[src/rtl/glb_mc_controller_if.sv]
// -----------------------------------------------------------------------------
// glb_mc_controller_if
//
// Purpose
//   Bundles the two beat channels around one multicast controller:
//     * the global PE bus side (ifmap/filter/psum broadcast, tag, READY
//       backpressure back to the bus), and
//     * the PE side (FWFT head beat with a valid/ready handshake).
//
// Modports
//   slave  : the controller. It receives bus beats, drives bus_ready, drives
//            the pe_* head beat and receives pe_ready.
//   master : the environment (global bus plus PE). It drives bus beats and
//            pe_ready and observes bus_ready and the pe_* outputs.
//
// Parameters
//   DATA_WIDTH : ifmap/filter word width; psum is 2*DATA_WIDTH.
//   NUM_COL    : number of PE columns; sets the tag width.
// -----------------------------------------------------------------------------
interface glb_mc_controller_if #(
  parameter int DATA_WIDTH = 16,
  parameter int NUM_COL    = 4
);

  // A single-column system still carries a 1-bit tag so nothing collapses to
  // zero width.
  localparam int TAG_W = (NUM_COL > 1) ? $clog2(NUM_COL) : 1;

  // Global PE bus side
  logic                    bus_valid;
  logic [TAG_W-1:0]        bus_tag;
  logic [DATA_WIDTH-1:0]   bus_ifmap;
  logic [DATA_WIDTH-1:0]   bus_fltr;
  logic [2*DATA_WIDTH-1:0] bus_psum;
  logic                    bus_ready;

  // Processing-element side
  logic                    pe_valid;
  logic                    pe_ready;
  logic [DATA_WIDTH-1:0]   pe_ifmap;
  logic [DATA_WIDTH-1:0]   pe_fltr;
  logic [2*DATA_WIDTH-1:0] pe_psum;

  modport slave (
    input  bus_valid,
    input  bus_tag,
    input  bus_ifmap,
    input  bus_fltr,
    input  bus_psum,
    output bus_ready,
    output pe_valid,
    input  pe_ready,
    output pe_ifmap,
    output pe_fltr,
    output pe_psum
  );

  modport master (
    output bus_valid,
    output bus_tag,
    output bus_ifmap,
    output bus_fltr,
    output bus_psum,
    input  bus_ready,
    input  pe_valid,
    output pe_ready,
    input  pe_ifmap,
    input  pe_fltr,
    input  pe_psum
  );

endinterface : glb_mc_controller_if

[src/rtl/glb_mc_controller.sv]
// -----------------------------------------------------------------------------
// glb_mc_controller
//
// Purpose
//   Per-PE-column multicast controller located directly downstream of the
//   global PE bus. Each bus beat carries a destination tag. A beat whose tag
//   matches this controller's ID is captured into a small first-word-fall-
//   through FIFO. The head of that FIFO is offered to the processing element
//   through a valid/ready handshake. While the FIFO is full, backpressure is
//   returned on bus_ready.
//
// Ports
//   clk         : single clock, all state updates on the rising edge.
//   rst         : synchronous, active-high reset.
//   cfg_id_we   : load cfg_id into the ID register. The new ID is used for
//                 tag compare from the following cycle onwards.
//   cfg_id      : controller ID value.
//   flush       : synchronous FIFO clear. A push in the same cycle is dropped.
//   bus_pe      : slave view of the bus/PE beat interface
//                   bus_valid/bus_tag/bus_ifmap/bus_fltr/bus_psum/bus_ready
//                   pe_valid/pe_ready/pe_ifmap/pe_fltr/pe_psum
//   fifo_count  : current FIFO occupancy, 0..FIFO_DEPTH.
//   accept_cnt  : number of accepted beats, wrapping modulo 2^16.
//
// Parameters
//   DATA_WIDTH  : ifmap/filter width; psum is 2*DATA_WIDTH.
//   NUM_COL     : number of PE columns; ID/tag are $clog2(NUM_COL) bits.
//   FIFO_DEPTH  : number of beat entries; power of two, at least 2. The
//                 pointers rely on natural binary wrap.
// -----------------------------------------------------------------------------
module glb_mc_controller #(
  parameter int  DATA_WIDTH = 16,
  parameter int  NUM_COL    = 4,
  parameter int  FIFO_DEPTH = 4,
  localparam int TAG_W      = (NUM_COL > 1) ? $clog2(NUM_COL) : 1,
  localparam int CNT_W      = $clog2(FIFO_DEPTH) + 1
) (
  input  logic                   clk,
  input  logic                   rst,
  input  logic                   cfg_id_we,
  input  logic [TAG_W-1:0]       cfg_id,
  input  logic                   flush,
  glb_mc_controller_if.slave     bus_pe,
  output logic [CNT_W-1:0]       fifo_count,
  output logic [15:0]            accept_cnt
);

  localparam int PTR_W = $clog2(FIFO_DEPTH);

  // One buffered beat. The psum field is placed last so that the packed
  // layout reads ifmap, fltr, psum from the most significant bit down.
  typedef struct packed {
    logic [DATA_WIDTH-1:0]   ifmap;
    logic [DATA_WIDTH-1:0]   fltr;
    logic [2*DATA_WIDTH-1:0] psum;
  } beat_t;

  // ---------------------------------------------------------------------------
  // State
  // ---------------------------------------------------------------------------
  beat_t              mem [FIFO_DEPTH];
  logic [PTR_W-1:0]   wr_ptr;
  logic [PTR_W-1:0]   rd_ptr;
  logic [CNT_W-1:0]   count_q;
  logic [CNT_W-1:0]   count_nxt;
  logic [TAG_W-1:0]   id_q;
  logic [15:0]        accept_q;

  // ---------------------------------------------------------------------------
  // Handshake decode
  // ---------------------------------------------------------------------------
  logic  full;
  logic  empty;
  logic  tag_hit;
  logic  push;
  logic  pop;
  beat_t beat_in;
  beat_t head;

  assign full  = (count_q == CNT_W'(FIFO_DEPTH));
  assign empty = (count_q == '0);

  // The tag compare uses the registered ID. A cfg_id_we in this cycle only
  // takes effect after the edge, so the beat seen in the same cycle is still
  // judged against the old ID.
  assign tag_hit = (bus_pe.bus_tag == id_q);

  // bus_ready depends only on occupancy, never on bus_valid or bus_tag.
  // This keeps the bus READY line free of any combinational path from the
  // bus inputs.
  assign bus_pe.bus_ready = ~full;

  // A push that coincides with a flush is dropped entirely. This is why flush
  // is folded into push itself: the same signal gates the storage write, the
  // write pointer and accept_cnt.
  assign push = bus_pe.bus_valid & ~full & tag_hit & ~flush;

  // A pop is only possible when the FIFO holds a beat. Overflow and underflow
  // therefore cannot happen, and the count needs no saturation.
  assign pop  = ~empty & bus_pe.pe_ready;

  assign beat_in = '{ifmap: bus_pe.bus_ifmap,
                     fltr:  bus_pe.bus_fltr,
                     psum:  bus_pe.bus_psum};

  // ---------------------------------------------------------------------------
  // Occupancy next-state
  // ---------------------------------------------------------------------------
  // NOTE: every signal assigned in an always_comb gets a default on its first
  // line. A path that leaves it unassigned would otherwise infer a latch.
  always_comb begin
    count_nxt = count_q;
    case ({push, pop})
      2'b10:   count_nxt = count_q + 1'b1;
      2'b01:   count_nxt = count_q - 1'b1;
      default: count_nxt = count_q;   // idle, or push and pop together
    endcase
  end

  // ---------------------------------------------------------------------------
  // Control state: ID, pointers, occupancy, accept counter
  // ---------------------------------------------------------------------------
  // NOTE: sequential state is always updated with non-blocking assignments.
  // All registers then sample pre-edge values, whatever the statement order.
  always_ff @(posedge clk) begin
    if (rst) begin
      id_q     <= '0;
      wr_ptr   <= '0;
      rd_ptr   <= '0;
      count_q  <= '0;
      accept_q <= '0;
    end else begin
      if (cfg_id_we) begin
        id_q <= cfg_id;
      end

      // push is already suppressed under flush, so a dropped beat never counts.
      if (push) begin
        accept_q <= accept_q + 16'd1;
      end

      // flush outranks push/pop. The rst branch above outranks flush.
      if (flush) begin
        wr_ptr  <= '0;
        rd_ptr  <= '0;
        count_q <= '0;
      end else begin
        if (push) begin
          wr_ptr <= wr_ptr + 1'b1;
        end
        if (pop) begin
          rd_ptr <= rd_ptr + 1'b1;
        end
        count_q <= count_nxt;
      end
    end
  end

  // ---------------------------------------------------------------------------
  // Beat storage
  // ---------------------------------------------------------------------------
  // NOTE: the storage array is deliberately not reset. Emptiness is tracked by
  // the count and the pointers alone, and the head is masked to zero while
  // empty, so stale entries are never observable.
  always_ff @(posedge clk) begin
    if (push) begin
      mem[wr_ptr] <= beat_in;
    end
  end

  // ---------------------------------------------------------------------------
  // FWFT head presentation
  // ---------------------------------------------------------------------------
  // The head is read straight from the array at rd_ptr. A beat written at
  // edge N is therefore visible in cycle N+1. While pe_ready is low, neither
  // rd_ptr nor the head entry changes, so pe_* stay stable.
  always_comb begin
    head = '0;
    if (!empty) begin
      head = mem[rd_ptr];
    end
  end

  assign bus_pe.pe_valid = ~empty;
  assign bus_pe.pe_ifmap = head.ifmap;
  assign bus_pe.pe_fltr  = head.fltr;
  assign bus_pe.pe_psum  = head.psum;

  assign fifo_count = count_q;
  assign accept_cnt = accept_q;

endmodule : glb_mc_controller

[src/flat_wrapper.sv]
// flat-port wrapper written by rule: the top's interface ports become plain ports
module glb_mc_controller_flat 
#(
  parameter int  DATA_WIDTH = 16,
  parameter int  NUM_COL    = 4,
  parameter int  FIFO_DEPTH = 4,
  localparam int TAG_W      = (NUM_COL > 1) ? $clog2(NUM_COL) : 1,
  localparam int CNT_W      = $clog2(FIFO_DEPTH) + 1
)
  (clk, rst, cfg_id_we, cfg_id, flush, fifo_count, accept_cnt, bus_pe_bus_valid, bus_pe_bus_tag, bus_pe_bus_ifmap, bus_pe_bus_fltr, bus_pe_bus_psum, bus_pe_bus_ready, bus_pe_pe_valid, bus_pe_pe_ready, bus_pe_pe_ifmap, bus_pe_pe_fltr, bus_pe_pe_psum);
  glb_mc_controller_if #(.DATA_WIDTH(DATA_WIDTH), .NUM_COL(NUM_COL)) bus_pe_i ();
  input  logic clk;
  input  logic rst;
  input  logic cfg_id_we;
  input  logic [TAG_W-1:0] cfg_id;
  input  logic flush;
  output logic [CNT_W-1:0] fifo_count;
  output logic [15:0] accept_cnt;
  input wire logic [$bits(bus_pe_i.bus_valid)-1:0] bus_pe_bus_valid;
  input wire logic [$bits(bus_pe_i.bus_tag)-1:0] bus_pe_bus_tag;
  input wire logic [$bits(bus_pe_i.bus_ifmap)-1:0] bus_pe_bus_ifmap;
  input wire logic [$bits(bus_pe_i.bus_fltr)-1:0] bus_pe_bus_fltr;
  input wire logic [$bits(bus_pe_i.bus_psum)-1:0] bus_pe_bus_psum;
  output wire logic [$bits(bus_pe_i.bus_ready)-1:0] bus_pe_bus_ready;
  output wire logic [$bits(bus_pe_i.pe_valid)-1:0] bus_pe_pe_valid;
  input wire logic [$bits(bus_pe_i.pe_ready)-1:0] bus_pe_pe_ready;
  output wire logic [$bits(bus_pe_i.pe_ifmap)-1:0] bus_pe_pe_ifmap;
  output wire logic [$bits(bus_pe_i.pe_fltr)-1:0] bus_pe_pe_fltr;
  output wire logic [$bits(bus_pe_i.pe_psum)-1:0] bus_pe_pe_psum;
  assign bus_pe_i.bus_valid = bus_pe_bus_valid;
  assign bus_pe_i.bus_tag = bus_pe_bus_tag;
  assign bus_pe_i.bus_ifmap = bus_pe_bus_ifmap;
  assign bus_pe_i.bus_fltr = bus_pe_bus_fltr;
  assign bus_pe_i.bus_psum = bus_pe_bus_psum;
  assign bus_pe_bus_ready = bus_pe_i.bus_ready;
  assign bus_pe_pe_valid = bus_pe_i.pe_valid;
  assign bus_pe_i.pe_ready = bus_pe_pe_ready;
  assign bus_pe_pe_ifmap = bus_pe_i.pe_ifmap;
  assign bus_pe_pe_fltr = bus_pe_i.pe_fltr;
  assign bus_pe_pe_psum = bus_pe_i.pe_psum;
  glb_mc_controller #(.DATA_WIDTH(DATA_WIDTH), .NUM_COL(NUM_COL), .FIFO_DEPTH(FIFO_DEPTH)) u_core (.clk(clk), .rst(rst), .cfg_id_we(cfg_id_we), .cfg_id(cfg_id), .flush(flush), .bus_pe(bus_pe_i), .fifo_count(fifo_count), .accept_cnt(accept_cnt));
endmodule
[config.mk]
export PLATFORM = sky130hd
export DESIGN_NAME = glb_mc_controller_flat
export DESIGN_NICKNAME = d
export VERILOG_FILES = /design/src/rtl/glb_mc_controller_if.sv /design/src/rtl/glb_mc_controller.sv /design/src/flat_wrapper.sv
export SDC_FILE = /design/constraint.sdc
export NUM_CORES = 1
export LEC_CHECK = 0
export CORE_MARGIN = 2
export CORE_UTILIZATION = 58
export DETAILED_ROUTE_END_ITERATION = 6
export PLACE_DENSITY = 0.84
export SETUP_SLACK_MARGIN = 0.05
export SLEW_MARGIN = 10
export SYNTH_ARGS = -nofsm -noshare
export SYNTH_HDL_FRONTEND = slang
export SYNTH_SLANG_ARGS = --single-unit
[constraint.sdc]
create_clock -name clk -period 8.95 [get_ports clk]
set_clock_uncertainty 0.15 [all_clocks]
set_input_delay 2.685 -clock clk [delete_from_list [all_inputs] [get_ports clk]]
set_output_delay 2.685 -clock clk [all_outputs]
set_load 0.05 [all_outputs]
* Word-level counts from Yosys, hierarchy flattened
Memories as Yosys holds them, arrays and structs flattened. A register that Yosys moved wholly into a read port is not among the register bits. Cells that the tools add are included.
Word-level totals: memories 1, logic and storage cells 31, flip-flop bits (word level) 25, memory bits (writable) 256, output and inout port bits 85, bits of input ports 74
Memory list:
- u_core.mem | words 4, width 64, rd ports 1, clocked after Yosys merged registers in 1, wr ports 1, line glb_mc_controller.sv:61 | beat_t mem [FIFO_DEPTH];
Cells by class: muxes and demuxes 6, eq/ne operators 4, bitwise logic cells 7, add/subtract/negate cells 5, reductions and logical operators 3
Operators with widths (count):
- two-way mux 64 bit | 1
- adder 16 x 1 -> 16 bit, second input constant | 1
- one-hot mux 3 bit (2 select lines) | 1
- adder 2 x 1 -> 2 bit, second input constant | 2
- bitwise AND 1 bit | 4
- two-way mux 2 bit | 2
- adder 3 x 1 -> 3 bit, second input constant | 1
- equality test 3 bit, second input constant | 1
- logical NOT 3 bit | 1
- inverter 1 bit | 3
- subtractor 3 x 1 -> 3 bit, second input constant | 1
- equality test 2 x 1 -> 1 bit, second input constant | 1
- equality test 2 bit | 1
- equality test 2 bit, second input constant | 1
- two-way mux 1 bit | 2
- nonzero test 2 bit | 1
- OR reduction 2 bit | 1

* Logic depth before layout (Yosys ltp)
Gate-level depths: netlist of run 1.
word-level depth 7, depth in mapped cells 10, mapped depth without buffers 8

* Worst setup path after synthesis of run 1
No wires, ideal clock.
path kind input to register, from input bus_pe_bus_valid, to memory u_core.mem[0][0] in the netlist's numbering (enable), buffers on the path 2, slack 2.287 ns, stages 5, library setup time 0.486 ns, arrival time 6.027 ns, data required time 8.314 ns, path through nor2b_1 > nand4_4 > buf_6 > buf_4 > nor2_1
Between the ends: cells in the longest elaborated chain, start to end 5
Ends and longest elaborated chain:
- from (decl) | line flat_wrapper.sv:19 | input wire logic [$bits(bus_pe_i.bus_valid)-1:0] bus_pe_bus_valid;
- bitwise AND 1 bit (3 in series) | line glb_mc_controller.sv:96 | assign push = bus_pe.bus_valid & ~full & tag_hit & ~flush;
- two-way mux 1 bit | line glb_mc_controller.sv:166 | if (push) begin
- two-way mux 1 bit (not written as such) | line glb_mc_controller.sv:167 | mem[wr_ptr] <= beat_in;
- to (decl) | line glb_mc_controller.sv:61
No other way between the ends.

==> metrics, run 1 <==
crit path kind=flip-flop to primary output; IO buf count=158; ranking of synthesized cells by area=edfxtp_1, mux4_2, dfxtp_1, and2_1, ha_1; Most used DFF post-synth=edfxtp_1; PD cells=200 mW/mm^2; status=finished clean; Final period util=70.9%; synthesized net count=638; commonest cells after routing, fill and taps aside=edfxtp_1, clkdlybuf4s50_1, and2_1; min Tclk post-route=6.34 ns; sequential area share after synthesis=74.9%; Synth Cell Area=0.0110 sq mm; vias per cell=5.90; # placed instances=926; Synth warnings=0; Required @ worst endpoint=6.12 ns; drt wl/cell=22.4 um; GP Congestion=0.814; Distinct cells, synth=39; share of cells above drive strength 1=17.4%; HP Class=flip-flop to flip-flop; vias in the first global route=5983; CP arrival=3.51 ns; standard-cell rows=50; Layout Nets=802; Post-Synthesis Cells=557; GRT overflow=0; Worst-path clk slew=0.06 ns; antenna violations before repair=1; Post-CTS Setup Inserts=0; DIE AREA=0.0201 sq mm; Post-Layout Cell Count=975; post-synth top area share=69.9%; width of the die=142 um; DRC=0; post-cts sizing count=0; clk root buf=clkbuf_16; htree depth=1; sequential standard cell area=0.00824 sq mm; Final HPWL DP=12800 um; most common cell after layout, fill and taps aside=edfxtp_1; fmax=158 MHz; total wire length=21800 um; TritonCTS Sinks=283; Ports=159; global-route wire length before repair=33700 um; clock buffer count from CTS=27; Final Slew Violations=0; worst-path maximum fanout=36; Worst Tran Pin Value=1.05 ns; final core utilization=73.8%; Post-synth EDFFs=256; setup_tns=0 ns; initial core utilization=59.0%; startpoint types=flip-flop; Final setup viols=0; Async S/R FF share, synth=0%; leakage=4.35 nW; DR vias=5749; remaining antenna violation count=0; P&R area growth vs syn=25.2%; Slew HR=29.9%; RSZ-0062 raised after global routing=false; Yosys reg bits=283; max-cap violation count=0; largest net degree at the start of global routing=68; nature of the critical path endpoint=primary output; hold_buf cts=0; clock latency on the worst-skew pair=0.54 ns; initial drt markers=380; All-Layer GR Usage=21.9%; DR pass1 iterations=4; TritonCTS clock tree=done; clock tree buffer depth=3; Hold Fails Final Rpt=0; multi-input logic area=0.00263 sq mm; Fillers=1071; Avg Inst Size Synth=19.7 sq um; peak supply drop=135 uV; Die Height=142 um; leading area contributor after synthesis=edfxtp_1; core outline area=0.0186 sq mm
[final timing paths]
kind / startpoint / endpoint / slack [ns] / cells after the start
min reg2reg: u_core.accept_cnt[14] / u_core.accept_cnt[14] / 0.35 / 2
min: u_core.accept_cnt[14] / u_core.accept_cnt[14] / 0.35 / 2
max reg2reg: u_core.fifo_count[2] / u_core.mem[2][16] / 5.83 / 4
max: flip-flop / bus_pe_pe_fltr[8] / 2.61 / 4
[area by class of cell]
class | instances | share of cell area, %
multi-input cells | 235 | 19.1
flip-flops and latches | 283 | 59.8
inverters | 11 | 0.300
clock buffers | 27 | 4.91
clock inverters | 21 | 1.96
well taps | 234 | 2.13
repair buffers | 163 | 11.8
diodes | 1 | 0.0182
[state kept, by name, summed over array words and instances (netlist names), named ones only]
| name | flops |
|---|---|
| u_core.mem | 256 |
| u_core.accept_cnt | 16 |
| u_core.fifo_count | 3 |
| u_core.id_q | 2 |
| u_core.rd_ptr | 2 |
| u_core.wr_ptr | 2 |
[stage by stage]
step / hold slack, ns / area, sq um / power, mW / setup WS (ns)
finish: 0.349 / 13800 / 2.76 / 2.61
floorplan: 0.335 / 11000 / 1.52 / 2.29
detailed placement: 0.333 / 12800 / 1.59 / 3.02
global route: 0.375 / 13800 / 2.83 / 2.38
CTS: 0.354 / 13800 / 2.78 / 2.51
global placement: 0.333 / 12800 / 1.58 / 3.09
[logic make-up after synthesis]
| kind of cell | count (synthesis) | synth area share, % |
|---|---|---|
| DFF | 283 | 74.9 |
| buffers and inverters | 39 | 1.54 |
| and+or+nand+nor | 124 | 6.84 |
| muxes | 71 | 13.8 |
| xor gates and xnor gates | 8 | 0.774 |
| adders and majority gates | 7 | 0.865 |
| AOI/OAI and AO/OA | 25 | 1.34 |
[cell usage after synthesis (5+ instances only)]
| cell type | count |
|---|---|
| edfxtp_1 | 256 |
| and2_1 | 65 |
| mux4_2 | 64 |
| dfxtp_1 | 27 |
| nor2_1 | 19 |
| clkbuf_1 | 17 |
| a21oi_1 | 13 |
| inv_1 | 11 |
| buf_2 | 8 |
| nand3_1 | 7 |
| ha_1 | 6 |
| o31ai_1 | 6 |
| or3_1 | 5 |
| or4_1 | 5 |
[per-layer routing]
layer | track usage [%] | wire (um)
met5 | 0 | 0
met4 | 6.11 | 479
met3 | 4.66 | 1480
met2 | 35.7 | 10900
met1 | 30.6 | 8980
[power by group]
part	leakage [nW]	internal, mW	switching (mW)
Sequential	2.53	1.45	0.00394
Clock	0.471	0.726	0.475
Combinational	1.35	0.0497	0.0546
[worst max-delay path, cell delays in order, from the launching register on]
cell	delay [ns]
dfxtp_4	0.72
buf_4	0.68
mux4_2	0.65
and2_1	0.18
clkdlybuf4s50_1	0.70
Power figures use the tool's default switching activity.
==> run 2, diff against run 1 <==
- CORE_UTILIZATION: 58 -> 49
- PLACE_DENSITY: 0.84 -> 0.76
- clock period: 8.95 -> 5.08 ns (I/O delays scaled with it)
==> run 2 against run 1 <==
First-iteration DRC count decreased by 8.7%. Critical path depth decreased by 1. Non-clock buffer count increased by 7. Worst setup slack got worse by 2.2 ns. Sequential power increased by 77%. Wire length decreased by 2.6%. Sequential share of layout area decreased by 0.63 points.
==> metrics, run 2 (synthesized netlist as in run 1, its figures left out) <==
GP Congestion=0.750 (was 0.814); final core utilization=63.5% (was 73.8%); clk root buf=clkbuf_16 (unchanged); DR vias=5723 (was 5749); initial core utilization=50.2% (was 59.0%); fmax=216 MHz; antenna violations before repair=0 (was 1); GRT overflow=0 (unchanged); Design Area, Final=0.0139 sq mm (was 0.0138 sq mm); slowest stage cell, crit path=or3_2 (was dfxtp_4); CP Buf/Inv Count=1 (was 2); Most flops, register=u_core.mem (unchanged); TritonCTS Sinks=283 (unchanged); drt wl/cell=20.6 um (was 22.4 um); HP Class=flip-flop to flip-flop (unchanged); initial drt markers=347 (was 380); Slew HR=25.0% (was 29.9%); All-Layer GR Usage=18.1% (was 21.9%); share of cells above drive strength 1=18.0% (was 17.4%); cell family with most CP delay=simple AND/OR/NAND/NOR gates (was buffers and inverters); startpoint types=flip-flop (unchanged); IO buf count=158 (unchanged); htree depth=1 (unchanged); standard-cell rows=54 (was 50); total wire length=21200 um (was 21800 um); Worst Tran Pin Value=1.12 ns (was 1.05 ns); n_diodes=0 (was 1); largest net degree at the start of global routing=68 (unchanged); worst-path maximum fanout=67 (was 36); clock buffer count from CTS=29 (was 27); clock latency on the worst-skew pair=0.51 ns (was 0.54 ns); remaining antenna violation count=0 (unchanged); vias per cell=5.55 (was 5.90); global-route wire length before repair=33600 um (was 33700 um); Layout Nets=811 (was 802); Hold Fails Final Rpt=0 (unchanged); RSZ-0062 raised after global routing=false (unchanged); most common cell after layout, fill and taps aside=edfxtp_1 (unchanged); DR pass1 iterations=5 (was 4); Final period util=91.3%; Final setup viols=0 (unchanged); PD cells=346 mW/mm^2 (was 200 mW/mm^2); Worst-path clk slew=0.06 ns (about the same); CP arrival=2.97 ns (was 3.51 ns); Power, Total=4.81 mW (was 2.76 mW); DRC=0 (unchanged); slowest stage delay, CP=0.86 ns (was 0.72 ns); min Tclk post-route=4.64 ns; TritonCTS clock tree=done (unchanged); leakage=4.40 nW (was 4.35 nW); hold_buf cts=0 (unchanged); Fillers=1536 (was 1071); Final Slew Violations=0 (unchanged); width of the die=154 um (was 142 um); clock tree buffer depth=3 (unchanged); dpl cell area=0.0129 sq mm (was 0.0128 sq mm); max-cap violation count=0 (unchanged); Ports=159 (unchanged); hold path cells=2 (unchanged); DIE AREA=0.0236 sq mm (was 0.0201 sq mm); P&R area growth vs syn=26.6% (was 25.2%); crit path cell chain=or3_2 > and2_1 > clkdlybuf4s50_1 (was buf_4 > mux4_2 > and2_1 > clkdlybuf4s50_1); vias in the first global route=6128 (was 5983); peak supply drop=168 uV (was 135 uV); crit path kind=flip-flop to primary output (unchanged); commonest cells after routing, fill and taps aside=edfxtp_1, clkdlybuf4s50_1, and2_1 (unchanged); max FFs per register=256 (unchanged); Die Height=154 um (was 142 um); CP Depth=3 (was 4); post-cts sizing count=0 (unchanged); core outline area=0.0219 sq mm (was 0.0186 sq mm); Required @ worst endpoint=3.41 ns (was 6.12 ns); status=finished clean (unchanged); worst r2r path cells=8 (was 4); nature of the critical path endpoint=primary output (unchanged); Post-CTS Setup Inserts=0 (unchanged); Final HPWL DP=12700 um (was 12800 um)
==> run 2: worst reg2reg max path, delay by kind of cell, from the launching register on <==
family	cells	cell delay, ns
simple gates	3	1.45
fa+ha+maj	2	0.57
flops	1	0.41
xor+xnor	1	0.17
compound gates	1	0.13
buf+inv	1	0.06
==> run 2: routing by layer <==
layer | global-route usage (%) | wire (um)
met1 | 24.2 | 8760
met2 | 31.1 | 10700
met3 | 3.95 | 1510
met4 | 3.63 | 277
met5 | 0 | 0
==> run 2: final cells by class <==
cell class                      count  area (sq um)  share of cell area, %
Timing Repair Buffer              170          1700                   12.2
Clock inverter                      6          55.1                  0.396
Multi-Input combinational cell    235          2630                   18.9
Tap cell                          280           350                   2.52
Inverter                           11          41.3                  0.297
Clock buffer                       47           906                   6.51
Sequential cell                   283          8240                   59.2
==> run 2: final timing paths <==
| check | startpoint | endpoint | slack (ns) |
|---|---|---|---|
| setup / recovery | u_core.fifo_count[0] | bus_pe_pe_psum[4] | 0.44 |
| hold / removal | u_core.accept_cnt[9] | u_core.accept_cnt[9] | 0.38 |
| setup reg to reg | u_core.fifo_count[0] | u_core.fifo_count[2] | 2.07 |
| hold reg to reg | u_core.accept_cnt[9] | u_core.accept_cnt[9] | 0.38 |
==> run 2: where the power goes <==
group / internal [mW] / switching (mW)
Combinational: 0.0882 / 0.0927
Sequential: 2.55 / 0.00552
Clock: 1.26 / 0.806
Total: 3.90 / 0.904
==> run 2: stage by stage <==
stage / TNS, ns / std cells / hold slack, ns / setup slack (ns)
5_1_grt: 0 / 1032 / 0.410 / 0.229
3_5_place_dp: 0 / 979 / 0.366 / 0.945
6_report: 0 / 1032 / 0.384 / 0.441
4_1_cts: 0 / 1032 / 0.376 / 0.398
3_3_place_gp: 0 / 979 / 0.335 / 1.03
2_1_floorplan: -108.07 / 557 / 0.335 / -0.422
==> RTL change 1, RTL diff (config.mk and constraints of run 2) <==
Reset style: asynchronous (`rst`), changed in one clocked block. Comments in the files are not updated.
--- a/src/rtl/glb_mc_controller.sv
+++ b/src/rtl/glb_mc_controller.sv
@@ -122,7 +122,7 @@
   // ---------------------------------------------------------------------------
   // NOTE: sequential state is always updated with non-blocking assignments.
   // All registers then sample pre-edge values, whatever the statement order.
-  always_ff @(posedge clk) begin
+  always_ff @(posedge clk or posedge rst) begin
     if (rst) begin
       id_q     <= '0;
       wr_ptr   <= '0;
Function: differs if rst is asserted again (counterexample within 4 cycles, from zero or initial values and one cycle with rst high); with rst held inactive, the same outputs for 4 cycles.
==> RTL change 1 against run 2 <==
Utilization up 0.42 points; synthesized cell count shrank 5.0%; count of clock-buffer cells in the layout decreased by 14; worst setup slack got worse by 130 ps; routed wire length is 1.6% lower; cell area increased by 0.67%; first-iteration DRC count rose by 0.86%; sequential cell count down 2; global-route usage decreased by 0.18 points; area after synthesis down 0.17%; critical path type unchanged.
Power is not compared: it rests on default switching activity, and its combinational part moved more than twofold at a synthesized area within 25%.
==> RTL change 1: results (changes against run 2) <==
INFO  metric status = completed
INFO  metric first_global_vias = 5957 (-2.8%)
INFO  metric globalRouteTotalUtil = 17.9% (-0.18 points)
INFO  metric grt_start_max_net_pins = 68 (unchanged)
INFO  metric synth-async-reset-ratio = 8.90% (+8.9 points)
INFO  metric post_cts_buffers = 0 (unchanged)
INFO  metric insertion_delay = 540 ps (+30 ps)
INFO  metric grt_antenna_before_repair = 1 (+1)
INFO  metric num_vias = 5476 (-4.3%)
INFO  metric cts-root-buf = sky130_fd_sc_hd__clkbuf_16
INFO  metric register_with_the_most_flip_flops = u_core.mem
INFO  metric vdd.ir_drop.worst = around 400 uV
INFO  metric static-leakage-power = 0.00462 uW
INFO  metric netlist-cell-type-count = 35 (-10%)
INFO  metric layout-drive-gt1-share = 19.2% (+1.2 points)
INFO  metric timing.critical_path.fanout_max = 67 (unchanged)
INFO  metric largest_register_ffs = 256 (unchanged)
INFO  metric pre_cts_slack = 816 ps (-129 ps)
INFO  metric placed_cells_incl_taps = 951 (-2.9%)
INFO  metric cts.repair.resized = 0 (unchanged)
INFO  metric detailed_place_hpwl = 12.5 mm (-2.2%)
INFO  metric synth-edff-count = 256 (unchanged)
INFO  metric timing.critical_path.slowest_stage_cell = sky130_fd_sc_hd__or3_2
INFO  metric final_nets = 782 (-3.6%)
INFO  metric clock_tree.htree_level_count = 1 (unchanged)
INFO  metric number_of_filler_instances_in_the_final_layout = 1521 (-0.98%)
INFO  metric number_of_optimization_iterations_in_the_first_detailed_route_pass = 6 (+1)
INFO  metric cts.reportedPaths.clkPinSlew = 60 ps (about the same)
INFO  metric gp_congestion = 0.748 (-0.29%)
INFO  metric seq_area_frac_synth = 75.8% (+0.90 points)
INFO  metric synth_top_cells_by_count = 256 x sky130_fd_sc_hd__edfxtp_1, 69 x sky130_fd_sc_hd__and2_1, 64 x sky130_fd_sc_hd__mux4_2, 25 x sky130_fd_sc_hd__dfrtp_1, 14 x sky130_fd_sc_hd__clkbuf_1
INFO  metric timing.hold.worst.class = flop to flop
INFO  metric wl = 20.9 mm (-1.6%)
INFO  metric antenna_diode_count = 0 (unchanged)
INFO  metric synth-warning-count = 0 (unchanged)
INFO  metric synthesis.nets = 609 (-4.5%)
INFO  metric worstMarginPinSlew = 1140 ps (+12.7 ps)
INFO  metric drt-initial-drc-count = 350 (+0.86%)
INFO  metric clk_path_buf_depth = 3 (unchanged)
INFO  metric critical-path-max-stage-delay = 920 ps (+60 ps)
INFO  metric cts_inserted_buffers = 29 (unchanged)
INFO  metric grt_first_pass_wirelength = 33.0 mm (-2.0%)
INFO  metric viasPerCell = 5.45 (-1.7%)
INFO  metric post_synth_inst_count = 529 (-5.0%)
INFO  metric ys_top_cells_by_area = sky130_fd_sc_hd__edfxtp_1 70%, sky130_fd_sc_hd__mux4_2 13%, sky130_fd_sc_hd__dfrtp_1 5.7%
INFO  metric buffer_ports.inserted = 158 (unchanged)
RTL change 1: cell types whose count changed after synthesis, sizes merged, moves of 7 or more:
| cell | run 2 | this run |
|---|---|---|
| inv | 11 | 4 |
| xnor2 | 4 | 11 |
| a21oi | 13 | 0 |
| dfrtp | 0 | 25 |
| nor2 | 19 | 8 |
| dfxtp | 27 | 0 |
RTL change 1: worst max-delay path, delay by kind of cell (launching register included):
| family | cells | cell delay [ps] |
|---|---|---|
| DFF | 1 | 470 |
| buffers and inverters | 1 | 820 |
| and+or+nand+nor | 2 | 1220 |
RTL change 1: worst paths after layout:
kind / start / end / slack, ps / depth (start not counted)
min: u_core.accept_cnt[15]$_DFFE_PP0P_ / u_core.accept_cnt[15]$_DFFE_PP0P_ / 310 / 1
min reg2reg: u_core.accept_cnt[15]$_DFFE_PP0P_ / u_core.accept_cnt[15]$_DFFE_PP0P_ / 310 / 1
max: u_core.fifo_count[0]$_DFFE_PP0P_ / bus_pe_pe_psum[26] / 310 / 3
max in group asynchronous: rst / u_core.rd_ptr[0]$_DFFE_PP0P_ / 2700 / 2
max reg2reg: u_core.fifo_count[1]$_DFFE_PP0P_ / u_core.fifo_count[2]$_DFFE_PP0P_ / 1980 / 6
min in group asynchronous: rst / u_core.accept_cnt[8]$_DFFE_PP0P_ / 1370 / 2
RTL change 1: where the power goes:
group | switching (uW) | internal, uW | total [uW]
combinational | 1710 | 1030 | 2740
clock | 857 | 1420 | 2280
sequential | 97.7 | 2590 | 2690
total | 2670 | 5040 | 7700
RTL change 1: final cells by class:
class                           instances  area [sq um]  share of cell area (%)
Inverter                                4          15.0                   0.107
Sequential cell                       281          8320                    59.4
Multi-Input combinational cell        219          2540                    18.2
Clock buffer                           33           751                    5.36
Timing Repair Buffer                  167          1720                    12.3
Clock inverter                         21           300                    2.14
Tap cell                              280           350                    2.50
RTL change 1: through the flow:
step                hold WS [ps]  cell area [sq um]
floorplan                    392              11000
global placement             313              13000
detailed placement           310              13000
CTS                          319              14000
global route                 364              14000
finish                       315              14000
RTL change 1: cell families after synthesis:
| logic type | count (synthesis) | share of synthesized area, % |
|---|---|---|
| compound gates | 3 | 0.239 |
| fa+ha+maj | 6 | 0.753 |
| simple gates | 119 | 6.56 |
| xor+xnor | 21 | 1.81 |
| flops | 281 | 75.8 |
| mux | 70 | 13.7 |
| buf+inv | 29 | 1.16 |
RTL change 1: per-layer routing:
layer	GRT usage [%]	part of all wire, %	up-vias
li1	-	-	2454
met1	23.3	40	2809
met2	31.3	52	178
met3	4.09	6.4	33
met4	3.84	1.6	2
met5	0	0.062	-
==> RTL change 2, RTL diff (settings of run 2) <==
Without the edit above. `NUM_COL` is set to 4 in 3 places; all go to 2.
--- a/src/rtl/glb_mc_controller_if.sv
+++ b/src/rtl/glb_mc_controller_if.sv
@@ -19,7 +19,7 @@
 // -----------------------------------------------------------------------------
 interface glb_mc_controller_if #(
   parameter int DATA_WIDTH = 16,
-  parameter int NUM_COL    = 4
+  parameter int NUM_COL    = 2
 );
 
   // A single-column system still carries a 1-bit tag so nothing collapses to
--- a/src/rtl/glb_mc_controller.sv
+++ b/src/rtl/glb_mc_controller.sv
@@ -30,7 +30,7 @@
 // -----------------------------------------------------------------------------
 module glb_mc_controller #(
   parameter int  DATA_WIDTH = 16,
-  parameter int  NUM_COL    = 4,
+  parameter int  NUM_COL    = 2,
   parameter int  FIFO_DEPTH = 4,
   localparam int TAG_W      = (NUM_COL > 1) ? $clog2(NUM_COL) : 1,
   localparam int CNT_W      = $clog2(FIFO_DEPTH) + 1
--- a/src/flat_wrapper.sv
+++ b/src/flat_wrapper.sv
@@ -2,7 +2,7 @@
 module glb_mc_controller_flat 
 #(
   parameter int  DATA_WIDTH = 16,
-  parameter int  NUM_COL    = 4,
+  parameter int  NUM_COL    = 2,
   parameter int  FIFO_DEPTH = 4,
   localparam int TAG_W      = (NUM_COL > 1) ? $clog2(NUM_COL) : 1,
   localparam int CNT_W      = $clog2(FIFO_DEPTH) + 1
Interface: changed (resized bus_pe_bus_tag and cfg_id); port bits go from 159 to 157. No check against the original RTL was run, so the function may have changed too.
==> RTL change 2 against run 2 <==
Sequential cell count decreased by 1; sequential share of layout area increased by 0.39 points; highest routed layer unchanged; routed wire length decreased by 2.3%; count of clock-buffer cells in the layout decreased by 9; non-clock buffer count decreased by 7; power increased by 1.8%; area after synthesis decreased by 0.97%; cell area decreased by 0.90%; worst setup slack improved by 35 ps.
==> RTL change 2: results (changes against run 2) <==
INFO  metric insertion_delay = 530 ps (+20 ps)
INFO  metric placement.cell_area = 12800 sq um (-1.0%)
INFO  metric critical-path-max-stage-delay = 730 ps (-130 ps)
INFO  metric cp_top_family = buffers and inverters
INFO  metric min_period = 4600 ps (-34.9 ps)
INFO  metric detailroute.wirelength.met2 = 10.4 mm (-2.3%)
INFO  metric number_of_filler_instances_in_the_final_layout = 1478 (-3.8%)
INFO  metric worstHoldEndpoint = u_core.accept_cnt[15]$_SDFFE_PP0P_
INFO  metric gp_congestion = 0.781 (+4.1%)
INFO  metric wl_met3 = 1.19 mm (-21%)
INFO  metric detailed_place_hpwl = 12.6 mm (-1.3%)
INFO  metric placed_cells_incl_taps = 960 (-1.9%)
INFO  metric synthesis.nets = 624 (-2.2%)
INFO  metric globalRouteMet3Util = 3.40% (-0.54 points)
INFO  metric wire_per_inst = 20.5 microns (-0.38%)
INFO  metric worst_setup_path_endpoint = bus_pe_pe_ifmap[3]
INFO  metric synth_top_cells_by_count = 256 x sky130_fd_sc_hd__edfxtp_1, 69 x sky130_fd_sc_hd__and2_1, 64 x sky130_fd_sc_hd__mux4_2, 26 x sky130_fd_sc_hd__dfxtp_1, 16 x sky130_fd_sc_hd__clkbuf_1
INFO  metric ys_top_cells_by_area = sky130_fd_sc_hd__edfxtp_1 71%, sky130_fd_sc_hd__mux4_2 13%, sky130_fd_sc_hd__dfxtp_1 4.8%
INFO  metric wl_met1 = 8.64 mm (-1.3%)
INFO  metric vdd.ir_drop.worst = 331 uV (+97%)
INFO  metric layout-drive-gt1-share = 17.2% (-0.74 points)
INFO  metric drt-initial-drc-count = 382 (+10%)
INFO  metric timing.critical_path.slowest_stage_cell = sky130_fd_sc_hd__clkdlybuf4s50_1
INFO  metric pre_cts_slack = 962 ps (+17.2 ps)
INFO  metric status = completed
[RTL change 2: report_power, final]
| part | total, uW | leakage, uW | internal (uW) | switching (uW) |
|---|---|---|---|---|
| Clock | 2100 | 0.000476 | 1290 | 814 |
| Combinational | 231 | 0.00134 | 107 | 124 |
| Sequential | 2560 | 0.00252 | 2550 | 8.16 |
[RTL change 2: cells by family after synthesis]
kind of cell / share of synthesized area [%]
flip-flops: 75.4
AND/OR/NAND/NOR: 6.66
multiplexers: 13.5
buffers and inverters: 1.40
AO/OA/AOI/OAI: 1.20
XOR/XNOR: 0.954
adder cells (fa/ha/maj): 0.874
[RTL change 2: area by class of cell]
type	instances	area, sq um	area share, %
Sequential cell	282	8220	59.6
Multi-Input combinational cell	228	2540	18.4
Timing Repair Buffer	163	1690	12.3
Clock buffer	38	788	5.72
Tap cell	280	350	2.54
Clock inverter	14	180	1.31
Inverter	7	26.3	0.191
